===== src/rtl/phoenix_pwm_pkg.sv =====
// phoenix_pwm_pkg: shared PWM state encoding, default width and cycle/duty clamp helpers
package phoenix_pwm_pkg;
  typedef enum logic [1:0] {IDLE, RUN, STOPPING} pwm_state_t;
  localparam int DEFAULT_PWM_COUNTER_BITS = 32;
  // Wide working type so the clamps serve any counter width up to 64 bits.
  typedef logic [63:0] pwm_word_t;
  function automatic pwm_word_t clamp_cycle(pwm_word_t cycle, pwm_word_t min_cycle);
    return cycle < min_cycle ? min_cycle : cycle;
  endfunction
  function automatic pwm_word_t clamp_duty(pwm_word_t duty, pwm_word_t cycle);
    return duty > cycle ? cycle : duty;
  endfunction
endpackage


===== src/rtl/phoenix_pwm_generator_if.sv =====
// phoenix_pwm_generator_if: control inputs and pin/status outputs of the PWM generator
//   master drives enable/pwm_cycle/pwm_duty; slave (the generator) drives pwm_out/period_start/busy/clamped
interface phoenix_pwm_generator_if #(parameter int W = 32);
  logic         enable;
  logic [W-1:0] pwm_cycle;
  logic [W-1:0] pwm_duty;
  logic         pwm_out;
  logic         period_start;
  logic         busy;
  logic         clamped;
  modport master (output enable, pwm_cycle, pwm_duty, input pwm_out, period_start, busy, clamped);
  modport slave  (input enable, pwm_cycle, pwm_duty, output pwm_out, period_start, busy, clamped);
endinterface


===== src/rtl/phoenix_pwm_generator.sv =====
// phoenix_pwm_generator: double-buffered glitch-free PWM pin driver with graceful stop
//   clk, reset (async, active-high)
//   bus.enable/pwm_cycle/pwm_duty in; bus.pwm_out/period_start/busy/clamped out, all registered
module phoenix_pwm_generator
  import phoenix_pwm_pkg::*;
#(
  parameter int PWM_COUNTER_BITS   = DEFAULT_PWM_COUNTER_BITS,
  parameter bit OUTPUT_ACTIVE_HIGH = 1'b1,
  parameter int MIN_CYCLE          = 2
) (
  input logic clk,
  input logic reset,
  phoenix_pwm_generator_if.slave bus
);
  localparam int W = PWM_COUNTER_BITS;
  localparam logic [W-1:0] ONE = W'(1);
  pwm_state_t state_q, state_d;
  logic [W-1:0] counter_q, counter_d;
  logic [W-1:0] shadow_cycle_q, shadow_cycle_d;
  logic [W-1:0] shadow_duty_q, shadow_duty_d;
  logic pwm_out_q, pwm_out_d;
  logic period_start_q, period_start_d;
  logic busy_q, busy_d;
  logic clamped_q, clamped_d;
  logic [W-1:0] load_cycle, load_duty;
  logic wrap, load;
  always_comb begin
    load_cycle     = W'(clamp_cycle(pwm_word_t'(bus.pwm_cycle), pwm_word_t'(MIN_CYCLE)));
    load_duty      = W'(clamp_duty(pwm_word_t'(bus.pwm_duty), pwm_word_t'(load_cycle)));
    // IDLE behaves like a permanent period boundary: enable there starts a fresh period.
    wrap           = state_q == IDLE || counter_q == shadow_cycle_q - ONE;
    load           = wrap && bus.enable;
    state_d        = bus.enable ? RUN : (wrap ? IDLE : STOPPING);
    counter_d      = wrap ? '0 : counter_q + ONE;
    shadow_cycle_d = load ? load_cycle : shadow_cycle_q;
    shadow_duty_d  = load ? load_duty : shadow_duty_q;
    busy_d         = state_d != IDLE;
    // Derived from next-state values so the pin lines up with the counter it describes.
    pwm_out_d      = (busy_d && counter_d < shadow_duty_d) == OUTPUT_ACTIVE_HIGH;
    period_start_d = busy_d && counter_d == '0;
    clamped_d      = load && (load_cycle != bus.pwm_cycle || load_duty != bus.pwm_duty);
  end
  always_ff @(posedge clk or posedge reset) begin
    if (reset) begin
      state_q        <= IDLE;
      counter_q      <= '0;
      shadow_cycle_q <= '0;
      shadow_duty_q  <= '0;
      pwm_out_q      <= ~OUTPUT_ACTIVE_HIGH;
      period_start_q <= 1'b0;
      busy_q         <= 1'b0;
      clamped_q      <= 1'b0;
    end else begin
      state_q        <= state_d;
      counter_q      <= counter_d;
      shadow_cycle_q <= shadow_cycle_d;
      shadow_duty_q  <= shadow_duty_d;
      pwm_out_q      <= pwm_out_d;
      period_start_q <= period_start_d;
      busy_q         <= busy_d;
      clamped_q      <= clamped_d;
    end
  end
  assign bus.pwm_out      = pwm_out_q;
  assign bus.period_start = period_start_q;
  assign bus.busy         = busy_q;
  assign bus.clamped      = clamped_q;
endmodule

===== src/flat_wrapper.sv =====
// flat-port wrapper written by rule: the top's interface ports become plain ports
module phoenix_pwm_generator_flat import phoenix_pwm_pkg::*;
#(
  parameter int PWM_COUNTER_BITS   = DEFAULT_PWM_COUNTER_BITS,
  parameter bit OUTPUT_ACTIVE_HIGH = 1'b1,
  parameter int MIN_CYCLE          = 2
)
  (clk, reset, bus_enable, bus_pwm_cycle, bus_pwm_duty, bus_pwm_out, bus_period_start, bus_busy, bus_clamped);
  phoenix_pwm_generator_if bus_i ();
  input logic clk;
  input logic reset;
  input wire logic [$bits(bus_i.enable)-1:0] bus_enable;
  input wire logic [$bits(bus_i.pwm_cycle)-1:0] bus_pwm_cycle;
  input wire logic [$bits(bus_i.pwm_duty)-1:0] bus_pwm_duty;
  output wire logic [$bits(bus_i.pwm_out)-1:0] bus_pwm_out;
  output wire logic [$bits(bus_i.period_start)-1:0] bus_period_start;
  output wire logic [$bits(bus_i.busy)-1:0] bus_busy;
  output wire logic [$bits(bus_i.clamped)-1:0] bus_clamped;
  assign bus_i.enable = bus_enable;
  assign bus_i.pwm_cycle = bus_pwm_cycle;
  assign bus_i.pwm_duty = bus_pwm_duty;
  assign bus_pwm_out = bus_i.pwm_out;
  assign bus_period_start = bus_i.period_start;
  assign bus_busy = bus_i.busy;
  assign bus_clamped = bus_i.clamped;
  phoenix_pwm_generator #(.PWM_COUNTER_BITS(PWM_COUNTER_BITS), .OUTPUT_ACTIVE_HIGH(OUTPUT_ACTIVE_HIGH), .MIN_CYCLE(MIN_CYCLE)) u_core (.clk(clk), .reset(reset), .bus(bus_i));
endmodule

===== config.mk =====
export PLATFORM = sky130hd
export DESIGN_NAME = phoenix_pwm_generator_flat
export DESIGN_NICKNAME = d
export VERILOG_FILES = /design/src/rtl/phoenix_pwm_pkg.sv /design/src/rtl/phoenix_pwm_generator_if.sv /design/src/rtl/phoenix_pwm_generator.sv /design/src/flat_wrapper.sv
export SDC_FILE = /design/constraint.sdc
export NUM_CORES = 1
export LEC_CHECK = 0
export CAP_MARGIN = 25
export CORE_ASPECT_RATIO = 0.75
export CORE_MARGIN = 2
export CORE_UTILIZATION = 53
export CTS_CLUSTER_SIZE = 30
export DETAILED_ROUTE_END_ITERATION = 10
export PLACE_DENSITY = 0.86
export SLEW_MARGIN = 20
export SYNTH_ARGS = -nofsm -noshare
export SYNTH_HDL_FRONTEND = slang
export SYNTH_SLANG_ARGS = --single-unit

===== constraint.sdc =====
create_clock -name clk -period 5.7 [get_ports clk]
set_clock_uncertainty 0.05 [all_clocks]
set_input_delay 1.425 -clock clk [delete_from_list [all_inputs] [get_ports clk]]
set_output_delay 1.425 -clock clk [all_outputs]
set_load 0.005 [all_outputs]

==> Yosys cells after proc, flatten, opt, wreduce, memory -nomap -nowiden <==
Index checks and enable logic that the tools add are counted.
{ "classes": {"addsub": 2, "magnitude_cmp": 3, "eq_ne": 3, "mux": 6, "reduce_logical": 9} }
{ "op_table": {"columns": ["cell", "n"], "rows": [
  ["$mux W32", 4],
  ["$ne A32 B32 Y1", 2],
  ["$add A32 B1 Y32 const B", 1],
  ["$eq A32 B32 Y1", 1],
  ["$gt A32 B32 Y1", 1],
  ["$logic_not A32 Y1", 1],
  ["$lt A32 B2 Y1 const B", 1],
  ["$lt A32 B32 Y1", 1],
  ["$sub A32 B1 Y32 const B", 1],
  ["$logic_and A1 B1 Y1", 4],
  ["$mux W2", 2],
  ["$logic_not A2 Y1", 1],
  ["$logic_or A1 B1 Y1", 2],
  ["$reduce_bool A2 Y1", 1]
]} }
{ "totals": {"register_bits": 102, "input_bits": 67, "wordCells": 31} }

==> Logic depth before layout (Yosys ltp) <==
{ "logic_depth": {"ltp_word": 7, "depth_mapped": 28, "ltp_nobuf": 26} }

==> Worst setup path before layout <==
OpenSTA, ideal clock, no wires.
{ "synth_path": {"path_type": "input to register", "start": "input bus_pwm_cycle[23]", "end": "register u_core.pwm_out_q (netlist: u_core.bus.pwm_out)", "setup_ns": 0.124, "arrival_time_ns": 5.903, "required_ns": 5.526, "setup_slack_ns": -0.377, "cell_stages": 23, "path_buffers": 2, "cell_sequence": "nor4_1 > nand4_1 > nor2_1 > nor2_1 > ha_1 > nor2b_1 > o211ai_1 > a21oi_1 > a2111oi_0 > o211ai_1 > a21oi_1 > a31o_2 > clkbuf_1 > clkbuf_1 > a21oi_1 > o21a_1 > ha_1 > nand4_1 > or4_1 > a2111oi_0 > nand2_1 > o311a_1 > o31a_1"} }
{ "synth_via": {"elab_chain_cells": 7} }
{ "synth_lines": {"columns": ["element", "line", "text"], "rows": [
  ["start: declaration", "flat_wrapper.sv:13", "input wire logic [$bits(bus_i.pwm_cycle)-1:0] bus_pwm_cycle;"],
  ["$lt A32 B2 Y1", "phoenix_pwm_pkg.sv:8", "return cycle < min_cycle ? min_cycle : cycle;"],
  ["$mux W32 *", "phoenix_pwm_pkg.sv:8", null],
  ["$gt A32 B32 Y1", "phoenix_pwm_pkg.sv:11", "return duty > cycle ? cycle : duty;"],
  ["$mux W32 *", "phoenix_pwm_pkg.sv:11", null],
  ["$mux W32 *", "phoenix_pwm_generator.sv:36", "shadow_duty_d = load ? load_duty : shadow_duty_q;"],
  ["$lt A32 B32 Y1 *", "phoenix_pwm_generator.sv:39", "pwm_out_d = (busy_d && counter_d < shadow_duty_d) == OUTPUT_ACTIVE_HIGH;"],
  ["$logic_and A1 B1 Y1 *", "phoenix_pwm_generator.sv:39", null],
  ["via u_core.pwm_out_d", "phoenix_pwm_generator.sv:21", "logic pwm_out_q, pwm_out_d;"],
  ["end signal: assignment", "phoenix_pwm_generator.sv:49", "pwm_out_q <= ~OUTPUT_ACTIVE_HIGH;"],
  ["end signal: assignment", "phoenix_pwm_generator.sv:58", "pwm_out_q <= pwm_out_d;"],
  ["end: declaration", "phoenix_pwm_generator.sv:21", null]
]} }
Mark *: on every way through the listed nets, which the timed path passes. The rest lies on a longest branch.
A chain may end at the register's enable or synchronous reset.

==> Worst setup path after layout <==
{ "layout_path": {"start": "input bus_pwm_cycle[31]", "end": "register u_core.pwm_out_q (netlist: u_core.bus.pwm_out)"} }
Same word-level chain as after synthesis.

==> results.toml <==
[outcome]
status = "complete, but fails checks"
failed_checks = "setup timing"

[sta]
finalHoldViolCount = 0
slew_headroom_pct = 40.1
layout_setup_ws_ns = -0.352
fin_crit_sh_pct = 106
period_needed_ns = 6.05
worst_pin_slew_ns = 0.898
hold_ws_ns = 0.435
rsz0062_at_grt = "true"
max_freq_mhz = 165
slew_viol_final = 0
setup_viol = 1

[yosys]
synth_edf_count = 0
netlist_area_mm2 = 0.00790
synth_ff_type = "dfrtp_1"
ys_top_cells_by_area = "dfrtp_1 (32%), ha_1 (10%), xnor2_1 (7.4%)"
yosysUniqueCellTypes = 64
synth-seq-area-share_pct = 32.3
synth_top_area_share_pct = 32.3
synth_seq_cells = 102
synth-warning-count = 0
yosysTopAreaCell = "dfrtp_1"
async_reset_ff_share_pct = 100
avgSynthCellArea_um2 = 8.30
syn_inst = 952
syn_nets = 1084

[power_and_ir_drop]
vdd_ir_drop_max_v = 0.000142
power_density_mw_per_mm2 = 236
total_power_uw = 2400
leakage_uw = 0.00466

[floorplan]
die_h_um = 110
core_area_mm2 = 0.0145
start_util_pct = 54.5
die_area_mm2 = 0.0159
die_w_um = 145
ios = 71
rows = 38

[drt]
viasPerCell = 5.93
ant_nets = 0
wl_per_cell_um = 18.3
drt_iter0_drc = 974
vias = 7908
drc = 0
dr.pass1.iters = 5
routed_wl_um = 24400

[critical_path]
path_max_fanout = 26
cp_slowest_cell = "clkdlybuf4s50_1"
worstPathArrival_ns = 6.29
worstSetupPathType = "in -> reg"
cp_common_cell = "a21oi_1"
critical_path.max_stage_delay_ns = 0.44
crit_path_start_kind = "input pin"
cp.buffers_inverters = 3
crit_required_ns = 5.94
cp_top_family = "compound AO/OA/AOI/OAI gates"
cp-end-kind = "register"

[cells_and_area]
area_growth_pct = 28.6
layout.nets = 1261
design_area_mm2 = 0.0102
layout-drive-gt1-share_pct = 17.2
multi_input_area_mm2 = 0.00509
seq_area_mm2 = 0.00255
n_antenna_cell = 0
fill_cells = 1051

[grt]
grt_max_degree = 78
grt-ovfl-total = 0
grt_pass1_wl_um = 38900
grt_usage_pct = 31.5
first_global_vias = 7546
grt_antenna_before_repair = 0

[cts]
cts_buffer_depth = 2
cts_buffers = 9
cts_sinks = 102
clkSlewWorstSetupHoldPaths_ns = 0.07
postCtsSetupRepairBufs = 0
ctsHtreeMaxLevel = 3
hold_buffers = 0
clock_latency_ns = 0.36
cts_tree = "done"
root_buffer = "clkbuf_16"

[flow_run]
cap_viol_max_count = 0

[place]
placed_cell_area_mm2 = 0.00977
place_hpwl_um = 19000
gp_congestion = 0.929
io_buffer_count = 70

[hold_path]
hold_class = "reg -> reg"
## layer usage
layer | track usage (%) | part of all wire [%] | up-vias
met2 | 47.9 | 41 | 432
met3 | 7.80 | 12 | 53
met5 | 0 | 0 | -
li1 | - | - | 3747
met1 | 44.8 | 44 | 3676
met4 | 9.12 | 2.4 | 0
## tightest hold or removal path, cell delays in order (launching register included)
cell and delay, ns:
dfrtp_1 0.32, nand2_1 0.05, o21ai_1 0.07
## cell usage in the layout (no fill, tap or decap), drive strengths merged, types with 5 or more instances in the layout
cell type      synthesis  layout
nor4                  22      22
xnor2                 67      67
o31ai                  6       6
a2111oi                5       5
o21ai                 81      81
or4                    9       9
and4                   8       8
a21o                  15      15
nand3                 24      24
o21a                  33      33
nor3                  18      18
nand4                 33      33
ha                    65      65
clkbuf                30      10
xor2                  33      33
nor2b                  8       8
dfrtp                102     102
buf                   16     142
clkdlybuf4s50          0      68
nor2                 103     103
a21oi                 56      56
or3                    7       7
nand2                 92      92
inv                   44      46
and3                  14      14
## through the flow
step	cells	utilization, %	worst slack (ns)	setup TNS (ns)
final	1334	70.1	-0.352	-0.352
after global routing	1334	70.1	-0.586	-0.586
after CTS	1334	69.8	-0.307	-0.307
after detailed placement	1318	67.4	-0.906	-0.906
after global placement	1318	67.4	-0.712	-0.712
after floorplan	952	-	0.00683	0
## Yosys cell counts, drive strengths merged, types with 6 or more instances
cell type	number
xnor2	67
nand3	24
nand4	33
o21ai	81
and3	14
a21oi	56
xor2	33
nor2	103
buf	16
inv	44
nor4	22
nor2b	8
o21a	33
ha	65
or4	9
and4	8
or3	7
o31ai	6
nand2	92
dfrtp	102
nor3	18
clkbuf	30
a21o	15
## flip-flops by register name, summed over array words and instances, names as in the netlist
register,count
u_core.bus.clamped,1
u_core.bus.pwm_out,1
u_core.bus.period_start,1
u_core.shadow_duty_q,32
u_core.shadow_cycle_q,32
u_core.bus.busy,1
u_core.state_q,2
u_core.counter_q,32
## cells by family after synthesis
family,Yosys count,synth area share (%)
adder cells (fa/ha/maj),65,10.3
flip-flops,102,32.3
XOR/XNOR,100,11.1
multiplexers,7,0.950
buffers and inverters,90,4.66
AND/OR/NAND/NOR,362,23.2
AO/OA/AOI/OAI,226,17.5
## power by group
part	total (uW)	internal, uW	switching, uW
clock	643	344	299
sequential	929	816	113
combinational	824	395	429
total	2400	1550	841
## final timing paths
kind	startpoint	endpoint	slack [ns]	cells after the start
hold / removal	u_core.shadow_duty_q[8]$_DFF_PP0_	u_core.shadow_duty_q[8]$_DFF_PP0_	0.43	2
max in group asynchronous	reset	u_core.counter_q[29]$_DFF_PP0_	3.04	3
min in group asynchronous	reset	u_core.shadow_duty_q[7]$_DFF_PP0_	1.56	2
setup / recovery	bus_pwm_cycle[31]	u_core.bus.pwm_out$_DFF_PP0_	-0.35	28
setup reg to reg	u_core.shadow_cycle_q[0]$_DFFE_PP0P_	u_core.bus.pwm_out$_DFF_PP0_	0.03	21
hold reg to reg	u_core.shadow_duty_q[8]$_DFF_PP0_	u_core.shadow_duty_q[8]$_DFF_PP0_	0.43	2
## area by class of cell
| class | instances | share of cell area, % |
|---|---|---|
| Tap cell | 200 | 2.46 |
| Sequential cell | 102 | 25.1 |
| Inverter | 44 | 1.65 |
| Multi-Input combinational cell | 760 | 50.0 |
| Timing Repair Buffer | 212 | 17.8 |
| Clock buffer | 10 | 2.25 |
| Clock inverter | 6 | 0.689 |
## timing repair
item | 4_1_cts | 5_1_grt
endpoints found under the setup margin | 1 | 1
pin swaps | 4 | 2
gates cloned | 0 | 0
resized for setup | 13 | 12
(Power assumes the default switching activity.)
